## src/rtl/fetch_pkg.sv

```systemverilog
// Shared types and constants for the instruction-fetch stage.
package fetch_pkg;

  localparam int unsigned PC_W    = 16;
  localparam int unsigned INSTR_W = 16;
  localparam int unsigned OPC_W   = 5;

  localparam logic [OPC_W-1:0]   OPC_HALT    = 5'b00000;
  localparam logic [INSTR_W-1:0] DEFAULT_NOP = 16'h0800;

  typedef enum logic [1:0] {
    FETCH = 2'd0,
    WAIT  = 2'd1,
    DROP  = 2'd2,
    HALT  = 2'd3
  } fetchState_t;

  typedef struct packed {
    logic [INSTR_W-1:0] instr;
    logic [PC_W-1:0]    plusTwo;
  } ifidEntry_t;

  function automatic logic isHaltOp(input logic [INSTR_W-1:0] instr);
    return instr[INSTR_W-1 -: OPC_W] == OPC_HALT;
  endfunction

endpackage

```

## src/rtl/fetch_holdbuf.sv

```systemverilog
// One-entry instruction/PC hold buffer: catches a response that lands during a stall.
module fetch_holdbuf
  import fetch_pkg::*;
(
  input  logic       clk,
  input  logic       rst,
  input  logic       load,
  input  logic       drain,
  input  logic       flush,
  input  ifidEntry_t loadEntry,
  output logic       bufValid,
  output ifidEntry_t bufEntry
);

  // Flush wins over load so a wrong-path response never survives a redirect.
  always_ff @(posedge clk) begin
    if (!rst) begin
      bufValid <= 1'b0;
      bufEntry <= '0;
    end else if (flush) begin
      bufValid <= 1'b0;
    end else if (load) begin
      bufValid <= 1'b1;
      bufEntry <= loadEntry;
    end else if (drain) begin
      bufValid <= 1'b0;
    end
  end

endmodule

```

## src/rtl/fetch_stage.sv

```systemverilog
// Instruction-fetch stage: PC, memory handshake FSM, wrong-path squash and IF/ID register.
// Optional fetch error checking is enabled by defining FETCH_ERR_CHECK_EN.
module fetch_stage
  import fetch_pkg::*;
#(
  parameter logic [PC_W-1:0]    RESET_PC  = 16'h0000,
  parameter logic [INSTR_W-1:0] NOP_INSTR = DEFAULT_NOP
)(
  input  logic               clk,
  input  logic               rst,
  input  logic               stall,
  input  logic               redirect,
  input  logic [PC_W-1:0]    redirectPC,
  output logic               imemReq,
  output logic [PC_W-1:0]    imemAddr,
  input  logic               imemDone,
  input  logic [INSTR_W-1:0] imemData,
  output logic [INSTR_W-1:0] currInstruct,
  output logic [PC_W-1:0]    plusTwoPC,
  output logic               instrValid,
  output logic               halted,
  output logic               err
);

  fetchState_t       state;
  logic [PC_W-1:0]   pc;
  logic [PC_W-1:0]   pcPlusTwo;
  logic              bufValid;
  ifidEntry_t        bufEntry;
  ifidEntry_t        respEntry;
  logic              reqActive;
  logic              complete;
  logic              bufLoad;
  logic              bufDrain;

  assign pcPlusTwo = pc + PC_W'(2);
  assign reqActive = (state == FETCH) && !redirect && !bufValid;
  assign imemReq   = rst && reqActive;
  assign imemAddr  = pc;
  assign halted    = (state == HALT);

  // A response is accepted only for a live request; redirect discards it.
  assign complete  = imemDone && !redirect &&
                     (((state == FETCH) && !bufValid) || (state == WAIT));
  assign respEntry = '{instr: imemData, plusTwo: pcPlusTwo};
  assign bufLoad   = complete && stall;
  assign bufDrain  = bufValid && !stall && !redirect;

  fetch_holdbuf u_holdbuf (
    .clk       (clk),
    .rst       (rst),
    .load      (bufLoad),
    .drain     (bufDrain),
    .flush     (redirect),
    .loadEntry (respEntry),
    .bufValid  (bufValid),
    .bufEntry  (bufEntry)
  );

  always_ff @(posedge clk) begin
    if (!rst) begin
      state        <= FETCH;
      pc           <= RESET_PC;
      currInstruct <= NOP_INSTR;
      plusTwoPC    <= '0;
      instrValid   <= 1'b0;
    end else if (redirect) begin
      // An outstanding request with no response yet must be drained in DROP.
      pc           <= redirectPC;
      currInstruct <= NOP_INSTR;
      plusTwoPC    <= '0;
      instrValid   <= 1'b0;
      state        <= (((state == WAIT) || (state == DROP)) && !imemDone) ? DROP : FETCH;
    end else begin
      if (complete) begin
        pc    <= pcPlusTwo;
        state <= isHaltOp(imemData) ? HALT : FETCH;
      end else if ((state == FETCH) && reqActive) begin
        state <= WAIT;
      end else if ((state == DROP) && imemDone) begin
        state <= FETCH;
      end

      if (!stall) begin
        if (complete) begin
          currInstruct <= imemData;
          plusTwoPC    <= pcPlusTwo;
          instrValid   <= 1'b1;
        end else if (bufValid) begin
          currInstruct <= bufEntry.instr;
          plusTwoPC    <= bufEntry.plusTwo;
          instrValid   <= 1'b1;
        end else begin
          currInstruct <= NOP_INSTR;
          plusTwoPC    <= '0;
          instrValid   <= 1'b0;
        end
      end
    end
  end

`ifdef FETCH_ERR_CHECK_EN
  logic errQ;
  logic dataUnknown;

  assign dataUnknown = ((^imemData) === 1'bx) || ((^imemData) === 1'bz);

  // Sticky until reset: misaligned jump target or undriven instruction bus.
  always_ff @(posedge clk) begin
    if (!rst) begin
      errQ <= 1'b0;
    end else if ((redirect && redirectPC[0]) || (imemDone && dataUnknown)) begin
      errQ <= 1'b1;
    end
  end

  assign err = errQ;
`else
  assign err = 1'b0;
`endif

endmodule
```

## config.mk

```make
export PLATFORM = sky130hd
export DESIGN_NAME = fetch_stage
export DESIGN_NICKNAME = d
export VERILOG_FILES = /design/src/rtl/fetch_pkg.sv /design/src/rtl/fetch_holdbuf.sv /design/src/rtl/fetch_stage.sv
export SDC_FILE = /design/constraint.sdc
export NUM_CORES = 1
export LEC_CHECK = 0
export ABC_AREA = 1
export CORE_MARGIN = 4
export CORE_UTILIZATION = 35
export DETAILED_ROUTE_END_ITERATION = 10
export PLACE_DENSITY_LB_ADDON = 0.15
export SLEW_MARGIN = 40
export SYNTH_ARGS = -nofsm -noshare
export SYNTH_HDL_FRONTEND = slang
export SYNTH_SLANG_ARGS = --single-unit
```

## constraint.sdc

```tcl
create_clock -name clk -period 3.9 [get_ports clk]
set_clock_uncertainty 0.05 [all_clocks]
set_input_delay 0.78 -clock clk [delete_from_list [all_inputs] [get_ports clk]]
set_output_delay 0.78 -clock clk [all_outputs]
set_load 0.05 [all_outputs]
```

# Yosys cells after proc, flatten, opt, wreduce, memory -nomap -nowiden
# Index checks and enable logic that the tools add are counted.
# W data, S select, Z words.
word_totals:
  in_bits: 37
  register_bits: 84
classes:
  reduce_logical: 25
  eq_ne: 3
  add_sub_neg: 1
  muxes: 16
  bitwise_logic: 2
op_table:
  columns: ["cell", "n"]
  rows:
  - ["$mux W16", 6]
  - ["$add A16 B2 Y16 const B", 1]
  - ["$logic_and A1 B1 Y1", 12]
  - ["$mux W2", 6]
  - ["$logic_not A5 Y1", 1]
  - ["$eq A2 B2 Y1 const B", 2]
  - ["$logic_not A1 Y1", 4]
  - ["$mux W1", 4]
  - ["$reduce_bool A2 Y1", 2]
  - ["$reduce_bool A4 Y1", 1]
  - ["$eq A2 B1 Y1 const B", 1]
  - ["$logic_not A2 Y1", 1]
  - ["$logic_or A1 B1 Y1", 2]
  - ["$not A1 Y1", 2]
  - ["$reduce_and A2 Y1", 1]
  - ["$reduce_or A2 Y1", 1]

# Logic depth before layout (Yosys ltp)
logic_depth:
  depth_word: 7
  mapped_depth: 11

# Modules after synthesis
# Synthesis repeated with hierarchy kept, for this count alone.
hier_totals:
  hier_cells: 624
  hier_area_um2: 4165.2
modules_own_cells:
  columns: ["mod", "cells_per_inst", "n_inst", "area_each_um2"]
  rows:
  - ["fetch_stage", 410, 1, 2741.4]
  - ["fetch_holdbuf", 214, 1, 1423.9]

# Worst setup path after synthesis
# No wires, ideal clock.
synth_path:
  kind: "input to output"
  startpoint: "in redirect"
  endpoint: "out imemReq"
  t_arrival_ps: 1998
  t_required_ps: 3070
  slack_ps: 1072
  path_stages: 5
  path_cell_list: "buf_2 > nor2_1 > inv_1 > clkbuf_1 > nor2_1"
synth_via:
  elab_chain_len: 4
synth_lines:
  columns: ["element", "line_no", "source"]
  rows:
  - ["from (decl)", "fetch_stage.sv:12", "input logic redirect,"]
  - ["$logic_not A1 Y1", "fetch_stage.sv:37", "assign reqActive = (state == FETCH) && !redirect && !bufValid;"]
  - ["$logic_and A1 B1 Y1 (2 in a row)", "fetch_stage.sv:37", null]
  - ["$logic_and A1 B1 Y1", "fetch_stage.sv:38", "assign imemReq = rst && reqActive;"]
  - ["to (decl)", "fetch_stage.sv:14", "output logic imemReq,"]
# No other way between the ends.

# Worst setup path in the final report
# Same ends and word-level chain as after synthesis.

==> metrics.md <==
| Metric | Value |
|---|---|
| Starting Density | between 30% and 40% |
| Worst path required time | between 3 and 4 ns |
| Unique masters post-synth | 28 |
| Slew headroom | 57.7% |
| Die Wd | 113 microns |
| PwrDens | 383 nW/um^2 |
| Syn nets | just under 600 |
| Syn Std Cell Area | between 3000 and 4000 sq um |
| Initial antenna violation count | 0 |
| Post-Synthesis Cells | approximately 540 |
| WL/cell | 14.7 microns |
| Total GRT Usage | 17.9% |
| Leakage power | 0.00201 uW |
| Asr flop ratio synth | 0% |
| Clock period minus worst slack | 3.06 ns |
| Site row count | 38 |
| DRT antenna net count | 0 |
| Vias in the first global route | approximately 3800 |
| # diodes | 0 |
| Max Slew Vio Count | 0 |
| # setup viols final | 0 |
| FF/Latch Area | between 1500 and 2000 sq um |
| Drt first pass iters | 7 |
| Largest net degree at the start of global routing | 52 |
| Yosys reg bits | 84 |
| Fill count | roughly 1100 |
| Via Count | around 3800 |
| Syn avg cell area | approximately 7.1 sq um |
| YS warnings | 0 |
| Unrepaired setup endpoints after global routing | no |
| Hold_buf cts | 0 |
| Layout cells sized above 1 | under 10% |
| HP Class | reg2reg |
| H-Tree Depth | 3 |
| Most frequent cells in the layout | nand2_1, clkdlybuf4s50_1, dfxtp_1 |
| # port buffers | 87 |
| Vias per inst | 4.93 |
| Critical path fanouts, max | 17 |
| Worst-path clk slew | roughly 0.08 ns |
| Detailed-route DRC error count | 0 |
| Initial DRC Count | 240 |
| CP Capture Type | primary output |
| Most common cell after layout, fill and taps aside | nand2_1 |
| Main flop type after synthesis | dfxtp_1 |
| Routed WL | between 10000 and 15000 microns |
| CTS tree | built |
| Clock Sinks | between 80 and 90 |
| Die ar. | between 10000 and 15000 sq um |
| Ports | 89 |
| Congestion Overflow GR | 0 |
| Core area | approximately 11000 sq um |
| Fmax | between 0.3 and 0.4 GHz |
| Fin. Hold Viols | 0 |
| Routability cong. | 0.857 |
| Root buf cell | clkbuf_8 |
| Longest Clk Path Bufs | 2 |
| Clk Latency, worst-skew pair | between 0.3 and 0.4 ns |
| Post-DP HPWL | between 7000 and 8000 microns |
| Crit share post-route | between 70% and 80% |
| First-pass GRT wire length | approximately 19000 microns |
| Outcome | finished, final reports clean |
| Post_cts resized | 0 |
| Finished Core Util | 46.4% |
| Die Ht | 113 microns |
| Worst-margin pin slew | approximately 0.63 ns |
| VDD IR max | between 0.2 and 0.25 mV |
| Setup bufs post-CTS | 0 |
| Critical Path Source Type | input pin |
| Critical path class | in2out |
| Nets | ~660 |
| Area Overhead vs Synth | 30.0% |
| EDFF count, synth | 0 |
| Setup tns final | 0 ns |
| Sequential share of the synthesized area | a little over two fifths |
| Num CTS Buffers | 9 |
| R2R setup slack | roughly 1.7 ns |
| Worst path arrival time | 2.23 ns |
| Max-cap violations | 0 |
| Multi-input gate area | ~1800 sq um |
==> where the power goes <==
group	switching, uW	leakage, uW	internal, uW
clock network	311	0.0000956	358
logic	212	0.00123	118
registers	27.5	0.000685	892
==> per-stage QoR <==
stage / power (uW) / setup WS [ns] / hold slack, ns / cells / instance area [sq um]
floorplan: 1140 / 1.07 / 0.389 / 544 / 3850
global placement: 1270 / 0.827 / 0.399 / 745 / 4800
detailed placement: 1270 / 0.837 / 0.403 / 745 / 4800
CTS: 1940 / 0.843 / 0.415 / 760 / 5010
global route: 2000 / 0.755 / 0.440 / 760 / 5010
finish: 1920 / 0.836 / 0.412 / 760 / 5010
==> registers in the layout (all words and copies together) (netlist names) <==
name / flops
plusTwoPC: 16
state: 2
u_holdbuf.bufValid: 1
instrValid: 1
u_holdbuf.bufEntry: 32
currInstruct: 16
imemAddr: 16
==> worst max-delay path, cell delays in order <==
cell,delay [ns]
clkdlybuf4s50_1,0.56
nor2_2,0.07
inv_1,0.47
nor2_1,0.16
buf_12,0.19
==> metal layers <==
metal / share of wire [%] / global-route usage (%)
met1: 47 / 23.9
met2: 47 / 29.4
met3: 5.8 / 4.55
met4: 0.87 / 3.85
met5: 0 / 0
==> synth_stat cells (all sizes together) (2+ instances only) <==
cell type  instances  area, sq um
inv               51          191
o211ai            14          105
ha                 5         62.6
o21a               4         30.0
nand3             48          240
dfxtp             84         1680
nand2            141          537
nand4              4         25.0
clkbuf            16         60.1
buf               19          116
nor2              38          150
xor2               5         43.8
a21oi             45          225
and2               2         12.5
o21ai             48          240
a31oi             15         93.8
==> path summary, 6_finish.rpt <==
check | startpoint | to | cells after the start
max reg2reg | state[0] | u_holdbuf.bufEntry[15] | 9
max | redirect | imemReq | 5
min reg2reg | u_holdbuf.bufEntry[30] | u_holdbuf.bufEntry[30] | 2
min | u_holdbuf.bufEntry[30] | u_holdbuf.bufEntry[30] | 2
==> layout make-up <==
| class | count | area share, % |
|---|---|---|
| flip-flops and latches | 84 | 33.6 |
| repair buffers | 96 | 18.9 |
| inverters | 51 | 3.82 |
| clock inverters | 4 | 1.50 |
| multi-input cells | 374 | 36.0 |
| well taps | 140 | 3.50 |
| clock buffers | 11 | 2.62 |
==> cell families after synthesis <==
| kind of cell | Yosys count | share of synthesized area [%] |
|---|---|---|
| compound gates | 127 | 18.3 |
| xor+xnor | 6 | 1.36 |
| fa+ha+maj | 5 | 1.62 |
| buf+inv | 86 | 9.55 |
| flops | 84 | 43.7 |
| other cells | 1 | 0.0974 |
| simple gates | 235 | 25.4 |
(Power assumes the default switching activity.)
